### config.mk
export PLATFORM = sky130hd
export DESIGN_NAME = hms_timer
export DESIGN_NICKNAME = d
export VERILOG_FILES = /design/src/rtl/hms_pkg.sv /design/src/rtl/hms_timer_tick_gen.sv /design/src/rtl/hms_timer.sv
export SDC_FILE = /design/constraint.sdc
export NUM_CORES = 1
export LEC_CHECK = 0
export ABC_CLOCK_PERIOD_IN_PS = 2800
export BUFFER_PORTS_ARGS = -buffer_cell sky130_fd_sc_hd__buf_2
export CORE_ASPECT_RATIO = 1.5
export CORE_MARGIN = 4
export CORE_UTILIZATION = 50
export CTS_CLUSTER_SIZE = 28
export DETAILED_ROUTE_END_ITERATION = 12
export PLACE_DENSITY_LB_ADDON = 0.2
export SLEW_MARGIN = 25
export SYNTH_ARGS = -nofsm -noshare
export SYNTH_HDL_FRONTEND = slang
export SYNTH_SLANG_ARGS = --single-unit
### constraint.sdc
create_clock -name CLOCK_50 -period 2.8 [get_ports CLOCK_50]
set_input_delay 0.56 -clock CLOCK_50 [delete_from_list [all_inputs] [get_ports CLOCK_50]]
set_output_delay 0.56 -clock CLOCK_50 [all_outputs]
set_load 0.01 [all_outputs]
### src/rtl/hms_pkg.sv
// Shared encodings and field limits for the hours/minutes/seconds timer.
package hms_pkg;

    typedef enum logic [1:0] {
        ST_IDLE  = 2'b00,
        ST_RUN   = 2'b01,
        ST_PAUSE = 2'b10,
        ST_DONE  = 2'b11
    } state_t;

    typedef enum logic [1:0] {
        SEL_SEC  = 2'b00,
        SEL_MIN  = 2'b01,
        SEL_HR   = 2'b10,
        SEL_NONE = 2'b11
    } adj_sel_t;

    localparam logic [6:0] SEC_MAX = 7'd59;
    localparam logic [6:0] MIN_MAX = 7'd59;

    // Single-field increment/decrement with wrap between 0 and max.
    function automatic logic [6:0] step_field(input logic [6:0] v,
                                              input logic [6:0] max,
                                              input logic       up);
        if (up)
            return (v == max) ? 7'd0 : v + 7'd1;
        else
            return (v == 7'd0) ? max : v - 7'd1;
    endfunction

endpackage

### src/rtl/hms_timer_tick_gen.sv
// Prescaler: counts enabled cycles 0..DIV-1 and strobes tick on the last one.
module tick_gen #(
    parameter int unsigned DIV = 50_000_000
) (
    input  logic CLOCK_50,
    input  logic reset,
    input  logic clr,
    input  logic en,
    output logic tick
);

    localparam int unsigned CW = (DIV > 1) ? $clog2(DIV) : 1;
    localparam logic [CW-1:0] LAST = CW'(DIV - 1);

    logic [CW-1:0] cnt;

    always_ff @(posedge CLOCK_50) begin
        if (reset || clr)
            cnt <= '0;
        else if (en)
            cnt <= (cnt == LAST) ? '0 : cnt + 1'b1;
    end

    assign tick = en && (cnt == LAST);

endmodule

### src/rtl/hms_timer.sv
// Stopwatch / countdown timer with HH:MM:SS registers, field editing and a 1-s prescaler.
module hms_timer
    import hms_pkg::*;
#(
    parameter int unsigned CLK_HZ    = 50_000_000,
    parameter int unsigned HOURS_MAX = 99
) (
    input  logic       CLOCK_50,
    input  logic       reset,
    input  logic       mode,
    input  logic       run,
    input  logic       clear,
    input  logic       adj_up,
    input  logic       adj_dn,
    input  logic [1:0] adj_sel,
    output logic [6:0] seconds,
    output logic [6:0] minutes,
    output logic [6:0] hours,
    output logic       tick,
    output logic       done,
    output logic [1:0] state
);

    localparam logic [6:0] HR_MAX = 7'(HOURS_MAX);

    state_t     cur, nxt;
    logic       mode_q, mode_d;
    logic [6:0] sec_q, min_q, hr_q;
    logic [6:0] sec_d, min_d, hr_d;
    logic       run_en, presc_clr, tick_w;

    // The prescaler only advances while actually running, so dropping run freezes it.
    assign run_en    = (cur == ST_RUN) && run;
    assign presc_clr = (cur == ST_IDLE) || clear;

    tick_gen #(.DIV(CLK_HZ)) u_tick_gen (
        .CLOCK_50 (CLOCK_50),
        .reset    (reset),
        .clr      (presc_clr),
        .en       (run_en),
        .tick     (tick_w)
    );

    logic       time_zero;
    logic       cnt_up, sec_wrap, min_wrap;
    logic [6:0] sec_t, min_t, hr_t;
    logic       edit_ok;
    logic [6:0] sec_e, min_e, hr_e;

    assign time_zero = (sec_q == 7'd0) && (min_q == 7'd0) && (hr_q == 7'd0);

    always_comb begin
        cnt_up   = ~mode_q;
        sec_wrap = cnt_up ? (sec_q == SEC_MAX) : (sec_q == 7'd0);
        min_wrap = sec_wrap && (cnt_up ? (min_q == MIN_MAX) : (min_q == 7'd0));
        sec_t    = step_field(sec_q, SEC_MAX, cnt_up);
        min_t    = sec_wrap ? step_field(min_q, MIN_MAX, cnt_up) : min_q;
        hr_t     = min_wrap ? step_field(hr_q, HR_MAX, cnt_up) : hr_q;
    end

    always_comb begin
        edit_ok = (adj_up ^ adj_dn) && (adj_sel_t'(adj_sel) != SEL_NONE);
        sec_e   = sec_q;
        min_e   = min_q;
        hr_e    = hr_q;
        if (edit_ok) begin
            unique case (adj_sel_t'(adj_sel))
                SEL_SEC:  sec_e = step_field(sec_q, SEC_MAX, adj_up);
                SEL_MIN:  min_e = step_field(min_q, MIN_MAX, adj_up);
                SEL_HR:   hr_e  = step_field(hr_q, HR_MAX, adj_up);
                SEL_NONE: ;
            endcase
        end
    end

    always_comb begin
        nxt    = cur;
        mode_d = mode_q;
        sec_d  = sec_q;
        min_d  = min_q;
        hr_d   = hr_q;
        if (clear) begin
            nxt   = ST_IDLE;
            sec_d = '0;
            min_d = '0;
            hr_d  = '0;
        end else begin
            unique case (cur)
                ST_IDLE: begin
                    sec_d = sec_e;
                    min_d = min_e;
                    hr_d  = hr_e;
                    if (run && (!mode || !time_zero)) begin
                        nxt    = ST_RUN;
                        mode_d = mode;
                    end
                end
                ST_RUN: begin
                    if (tick_w) begin
                        sec_d = sec_t;
                        min_d = min_t;
                        hr_d  = hr_t;
                        if (mode_q && (sec_t == 7'd0) && (min_t == 7'd0) && (hr_t == 7'd0))
                            nxt = ST_DONE;
                    end else if (!run) begin
                        nxt = ST_PAUSE;
                    end
                end
                ST_PAUSE: begin
                    sec_d = sec_e;
                    min_d = min_e;
                    hr_d  = hr_e;
                    if (run)
                        nxt = ST_RUN;
                end
                ST_DONE: begin
                    if (!run)
                        nxt = ST_IDLE;
                end
            endcase
        end
    end

    always_ff @(posedge CLOCK_50) begin
        if (reset) begin
            cur    <= ST_IDLE;
            mode_q <= 1'b0;
            sec_q  <= '0;
            min_q  <= '0;
            hr_q   <= '0;
        end else begin
            cur    <= nxt;
            mode_q <= mode_d;
            sec_q  <= sec_d;
            min_q  <= min_d;
            hr_q   <= hr_d;
        end
    end

    assign seconds = sec_q;
    assign minutes = min_q;
    assign hours   = hr_q;
    assign tick    = tick_w;
    assign done    = (cur == ST_DONE);
    assign state   = cur;

endmodule
* Yosys cells after proc, flatten, opt, wreduce, memory -nomap -nowiden
Index checks and enable logic that the tools add are counted.
** Cells by class
- $add $sub $neg :: 7
- Eq/ne operators :: 20
- Muxes and demuxes :: 36
- Bitwise operators :: 2
- Reduce and logical (&&, ||, !) cells :: 31
** Operators with widths (count)
- 7-bit two-way mux :: 23
- 7-bit logical NOT :: 6
- 7-bit case mux with 2 select lines :: 3
- 26-bit by 1-bit adder with 26-bit output (second input constant) :: 1
- 26-bit equality test (second input constant) :: 1
- 26-bit two-way mux :: 1
- 7-bit by 1-bit adder with 7-bit output (second input constant) :: 3
- 7-bit by 1-bit subtractor with 7-bit output (second input constant) :: 3
- 7-bit by 6-bit equality test with 1-bit output (second input constant) :: 2
- 2-bit two-way mux :: 6
- 4-bit AND reduction :: 3
- 1-bit logical AND :: 10
- 2-bit by 1-bit inequality test with 1-bit output (second input constant) :: 5
- 2-bit inequality test (second input constant) :: 4
- 2-bit case mux with 4 select lines :: 1
- 7-bit equality test (second input constant) :: 1
- 2-bit equality test (second input constant) :: 3
- 5-bit AND reduction :: 1
- 2-bit by 1-bit equality test with 1-bit output (second input constant) :: 2
- 2-bit logical NOT :: 2
- 2-bit OR reduction :: 2
- 1-bit logical OR :: 3
- 3-bit by 2-bit inequality test with 1-bit output (second input constant) :: 1
- 3-bit inequality test (second input constant) :: 1
- 6 further kinds :: 8
** Word-level totals
- Register bits :: 50
- Input bits :: 9
- Word-level logic and storage cells :: 102

* Depth between registers and ports, before layout
- Depth in word-level cells :: 10
- Gate-level depth with buffers :: 11
- Mapped depth without buffers :: 9

* Hierarchy
Synthesis repeated with hierarchy kept, for this count alone.
** Second synthesis, totals
- Cell total of the unflattened synthesis :: 585
- Area total of the unflattened synthesis :: 4315.4 um^2
** Modules (own cells, without submodules)
- hms_timer :: times used 1, cells each 424, area each 2976.6 um^2, seq. area each 480.5 um^2
- tick_gen :: times used 1, cells each 161, area each 1338.8 um^2, seq. area each 520.5 um^2

* Worst setup path before layout
OpenSTA, ideal clock, no wires.
- Kind :: reg2reg
- From :: register min_q[0] (netlist: minutes[0])
- To :: register cur[1] (netlist: state[1])
- Library setup time :: 0.059 ns
- Arrival time :: 2.708 ns
- Data required time :: 2.741 ns
- Setup slack :: 0.033 ns
- Stages on the path, launching flop included :: 11
- Path buffers :: 1
- Clock period less this slack :: 2.767 ns
- Cell sequence :: dfxtp_1 -> inv_1 -> ha_1 -> or4b_4 -> or3_1 -> buf_6 -> a2bb2oi_4 -> or3_1 -> a211oi_1 -> nor4b_2 -> a31o_1
** Between the ends
- Word-level cells in the longest chain between the ends :: 9
** Ends and longest elaborated chain
- start, declared :: RTL line hms_timer.sv:28 : logic [6:0] sec_q, min_q, hr_q;
- start signal, assigned :: RTL line hms_timer.sv:135 : min_q <= min_d;
- 7-bit by 1-bit adder with 7-bit output, or another cell as far along :: RTL line hms_pkg.sv:26 : return (v == max) ? 7'd0 : v + 7'd1;
- 7-bit two-way mux, on equally long branches :: RTL line hms_pkg.sv:26, hms_pkg.sv:28
- 7-bit two-way mux :: RTL line hms_pkg.sv:25 : if (up)
- 7-bit two-way mux :: RTL line hms_timer.sv:57 : min_t = sec_wrap ? step_field(min_q, MIN_MAX, cnt_up) : min_q;
- 7-bit logical NOT :: RTL line hms_timer.sv:103 : if (mode_q && (sec_t == 7'd0) && (min_t == 7'd0) && (hr_t == 7'd0))
- 1-bit logical AND (2 in a row) :: RTL line hms_timer.sv:103
- 3-bit by 2-bit inequality test with 1-bit output (no line)
- 5-bit AND reduction (no line) *
- end signal, assigned :: RTL line hms_timer.sv:132 : cur <= nxt;
- end, declared :: RTL line hms_timer.sv:26 : state_t cur, nxt;
Mark *: on every way between the ends. The rest lies on a longest branch, timed or not.
A chain may end at the register's enable or synchronous reset.

* Final worst setup path
- From :: register min_q[1] (netlist: minutes[1])
- To :: register cur[1] (netlist: state[1])
Same word-level chain as after synthesis.

==> summary.md <==
| Metric | Value |
|---|---|
| Status | completed |
| Leak pwr | 1.65 nW |
| 1st-iter DRT viols | 315 |
| CTS tree | done |
| Post-CTS sizing | 0 |
| Slowest cell on the critical path | or4b_4 |
| Post-DP Area | 4340 µm² |
| Post-synth EDFFs | 0 |
| CP peak stage delay | 0.50 ns |
| Number of buffers on the longest clock path | 2 |
| Slew of the pin with the lowest slew margin | 0.692 ns |
| Number of post-CTS setup repair buffers | 0 |
| Die Wd | 80.5 µm |
| Rel. slew slack | 0.538 |
| Yosys Warn Count | 0 |
| Synthesized flop and latch total | 50 |
| Clk sinks | 50 |
| Max frequency | 372 MHz |
| HP Class | in2reg |
| Core area | 7660 µm² |
| Worst vdd ir | 0.216 mV |
| First-pass GRT wire length | 18300 µm |
| Min cycle time layout | 2.69 ns |
| Max-Cap Viols | 0 |
| Vias in the first global route | 3849 |
| Vias | 4118 |
| Fin crit share | 0.961 |
| RSZ-0062 raised after global routing | no |
| WL/cell | 16.5 µm |
| Die Area | 9400 µm² |
| Root Buffer | clkbuf_16 |
| Layout cells sized above 1 | 0.174 |
| Cell Pwr Density | 389 nW/µm² |
| Seq/Total Area, Yosys | 0.254 |
| Buffers on Ports | 33 |
| Crit end category | flip-flop |
| Boundary Pins | 34 |
| Synthesized cell area | 3940 µm² |
| Layout Cells excl Fill | 677 |
| Crit path kind | reg2reg |
| P&R area growth vs syn | 14.0% |
| Site Rows | 39 |
| Top_reg_cell synth | dfxtp_1 |
| GP Congestion | 0.903 |
| DP HPWL | 8330 µm |
| CTS H-tree depth | 2 |
| CP max FO | 8 |
| Hold Fails Final Rpt | 0 |
| Mapped Nets | 556 |
| Post-route cell area | 4490 µm² |
| Antenna cells | 0 |
| Starting Density | 0.515 |
| Finish-stage setup viols | 0 |
| Critical path cell sequence | inv_1 > ha_1 > or4b_4 > or3_4 > a2bb2oi_4 > or3_1 > a211oi_2 > nor4b_2 > a31o_1 |
| Placed cell count | 669 |
| Post-Syn Instances | 537 |
| Vias per std cell | 6.08 |
| Clk slew on worst S/H paths | 0.07 ns |
| CP Data Required Time | 3.03 ns |
| Clock skew | 0.00344 ns |
| GRT overflow | 0 |
| Drt pass-1 iters | 5 |
| Max-slew violations | 0 |
| Inserted Clock Buffers | 5 |
| Clk Latency, worst-skew pair | 0.29 ns |
| Syn Area/Cell | 7.34 µm² |
| Layout net count | 593 |
| Worst Slack Setup Final | 0.109 ns |
| Final ANT Viol Nets | 0 |
| Yosys cell types | 66 |
| Drc violations | 0 |
| Setup tns final | 0 ns |
| Die H | 117 µm |
| Final wirelength | 11100 µm |
| Initial antenna violation count | 0 |
| Fillers | 720 |
| Critical path launch point type | flip-flop |
| Overall Global Routing Usage | 0.243 |
| Hold buffer count at CTS | 0 |
| CP arrival | 2.92 ns |
| Pre-CTS setup slack | 0.0962 ns |
| Synth async-reset ratio | 0 |
| Largest net degree at the start of global routing | 25 |
[power by group]
part           internal (W)  switching (W)
clock network      0.000331       0.000267
logic              0.000169       0.000244
registers          0.000722      0.0000146
total               0.00122       0.000526
[cells in the final DEF (no fill, tap or decap), drive strengths merged, types with 8 or more instances in the layout]
master   n
or3     10
o211ai   8
a31oi    8
ha      10
nor4     8
o21ai   32
nand2   40
nand4   11
a21oi   35
nor2    74
xnor2   18
a211oi  12
dfxtp   50
nor3    17
xor2    25
buf     71
inv     15
nand3   33
[worst max-delay path, delay by kind of cell, from the launching register on]
family	cells	cell delay [ns]
compound gates	3	0.60
buf+inv	1	0.07
fa+ha+maj	1	0.19
flops	1	0.32
simple gates	4	1.47
[state kept, by name (all words and copies together) (netlist names)]
signal and cells:
u_tick_gen.cnt 26, hours 7, minutes 7, seconds 7, state 2, mode_q 1
[routing by layer]
| metal | part of all wire | global-route usage | vias up |
|---|---|---|---|
| met5 | 0 | 0 | - |
| met4 | 0.029 | 0.0947 | 0 |
| met3 | 0.050 | 0.0283 | 29 |
| li1 | - | - | 2020 |
| met1 | 0.41 | 0.288 | 1934 |
| met2 | 0.51 | 0.441 | 135 |
[cells in the mapped netlist (6+ instances only)]
master     n  area, µm²
a21oi_1   35        175
nand3_1   33        165
a31oi_1    8       50.1
o21ai_0   28        140
nor4_1     8       50.1
nand2_1   40        150
nor2_1    74        278
ha_1      10        125
a211oi_1  12       90.1
o211ai_1   8       60.1
nand4_1   11       68.8
xnor2_1   18        158
dfxtp_1   50       1000
clkbuf_1  28        105
o311ai_0   6       52.6
inv_1     14       52.6
or3_1     10       62.6
mux2i_1    7       70.1
xor2_1    25        219
nor3_1    16       80.1
[kinds of logic after synthesis]
| group | after synthesis | share of synthesized area |
|---|---|---|
| XOR/XNOR | 43 | 0.0955 |
| multiplexers | 10 | 0.0292 |
| buffers and inverters | 56 | 0.0612 |
| flip-flops | 50 | 0.254 |
| AO/OA/AOI/OAI | 135 | 0.228 |
| AND/OR/NAND/NOR | 233 | 0.300 |
| adder cells (fa/ha/maj) | 10 | 0.0317 |
[through the flow]
| step | hold slack (ns) | util | power, W |
|---|---|---|---|
| 2_1_floorplan | 0.449 | - | 0.00104 |
| 3_3_place_gp | 0.471 | 0.566 | 0.00115 |
| 3_5_place_dp | 0.476 | 0.566 | 0.00115 |
| 4_1_cts | 0.468 | 0.585 | 0.00175 |
| 5_1_grt | 0.506 | 0.587 | 0.00183 |
| 6_report | 0.482 | 0.587 | 0.00175 |
[layout make-up]
class / instances / area [µm²] / share of cell area
Clock buffer: 5 / 125 / 0.0278
Clock inverter: 3 / 21.3 / 0.00473
Inverter: 15 / 56.3 / 0.0125
Multi-Input combinational cell: 431 / 2710 / 0.604
Sequential cell: 50 / 1000 / 0.223
Tap cell: 102 / 128 / 0.0284
Timing Repair Buffer: 71 / 450 / 0.100
[worst paths after layout]
path                                                      from                              to  slack (ns)  depth (start not counted)
worst max-delay path                   minutes[1]$_SDFFE_PP0P_           state[1]$_SDFFE_PP0P_        0.11                          9
worst min-delay path                                     reset             mode_q$_SDFFE_PP0P_        0.48                          2
worst max register to register         minutes[1]$_SDFFE_PP0P_           state[1]$_SDFFE_PP0P_        0.11                          9
worst min register to register  u_tick_gen.cnt[1]$_SDFFE_PP0P_  u_tick_gen.cnt[1]$_SDFFE_PP0P_        0.48                          2
No activity file was read; power rests on OpenSTA's default activity.
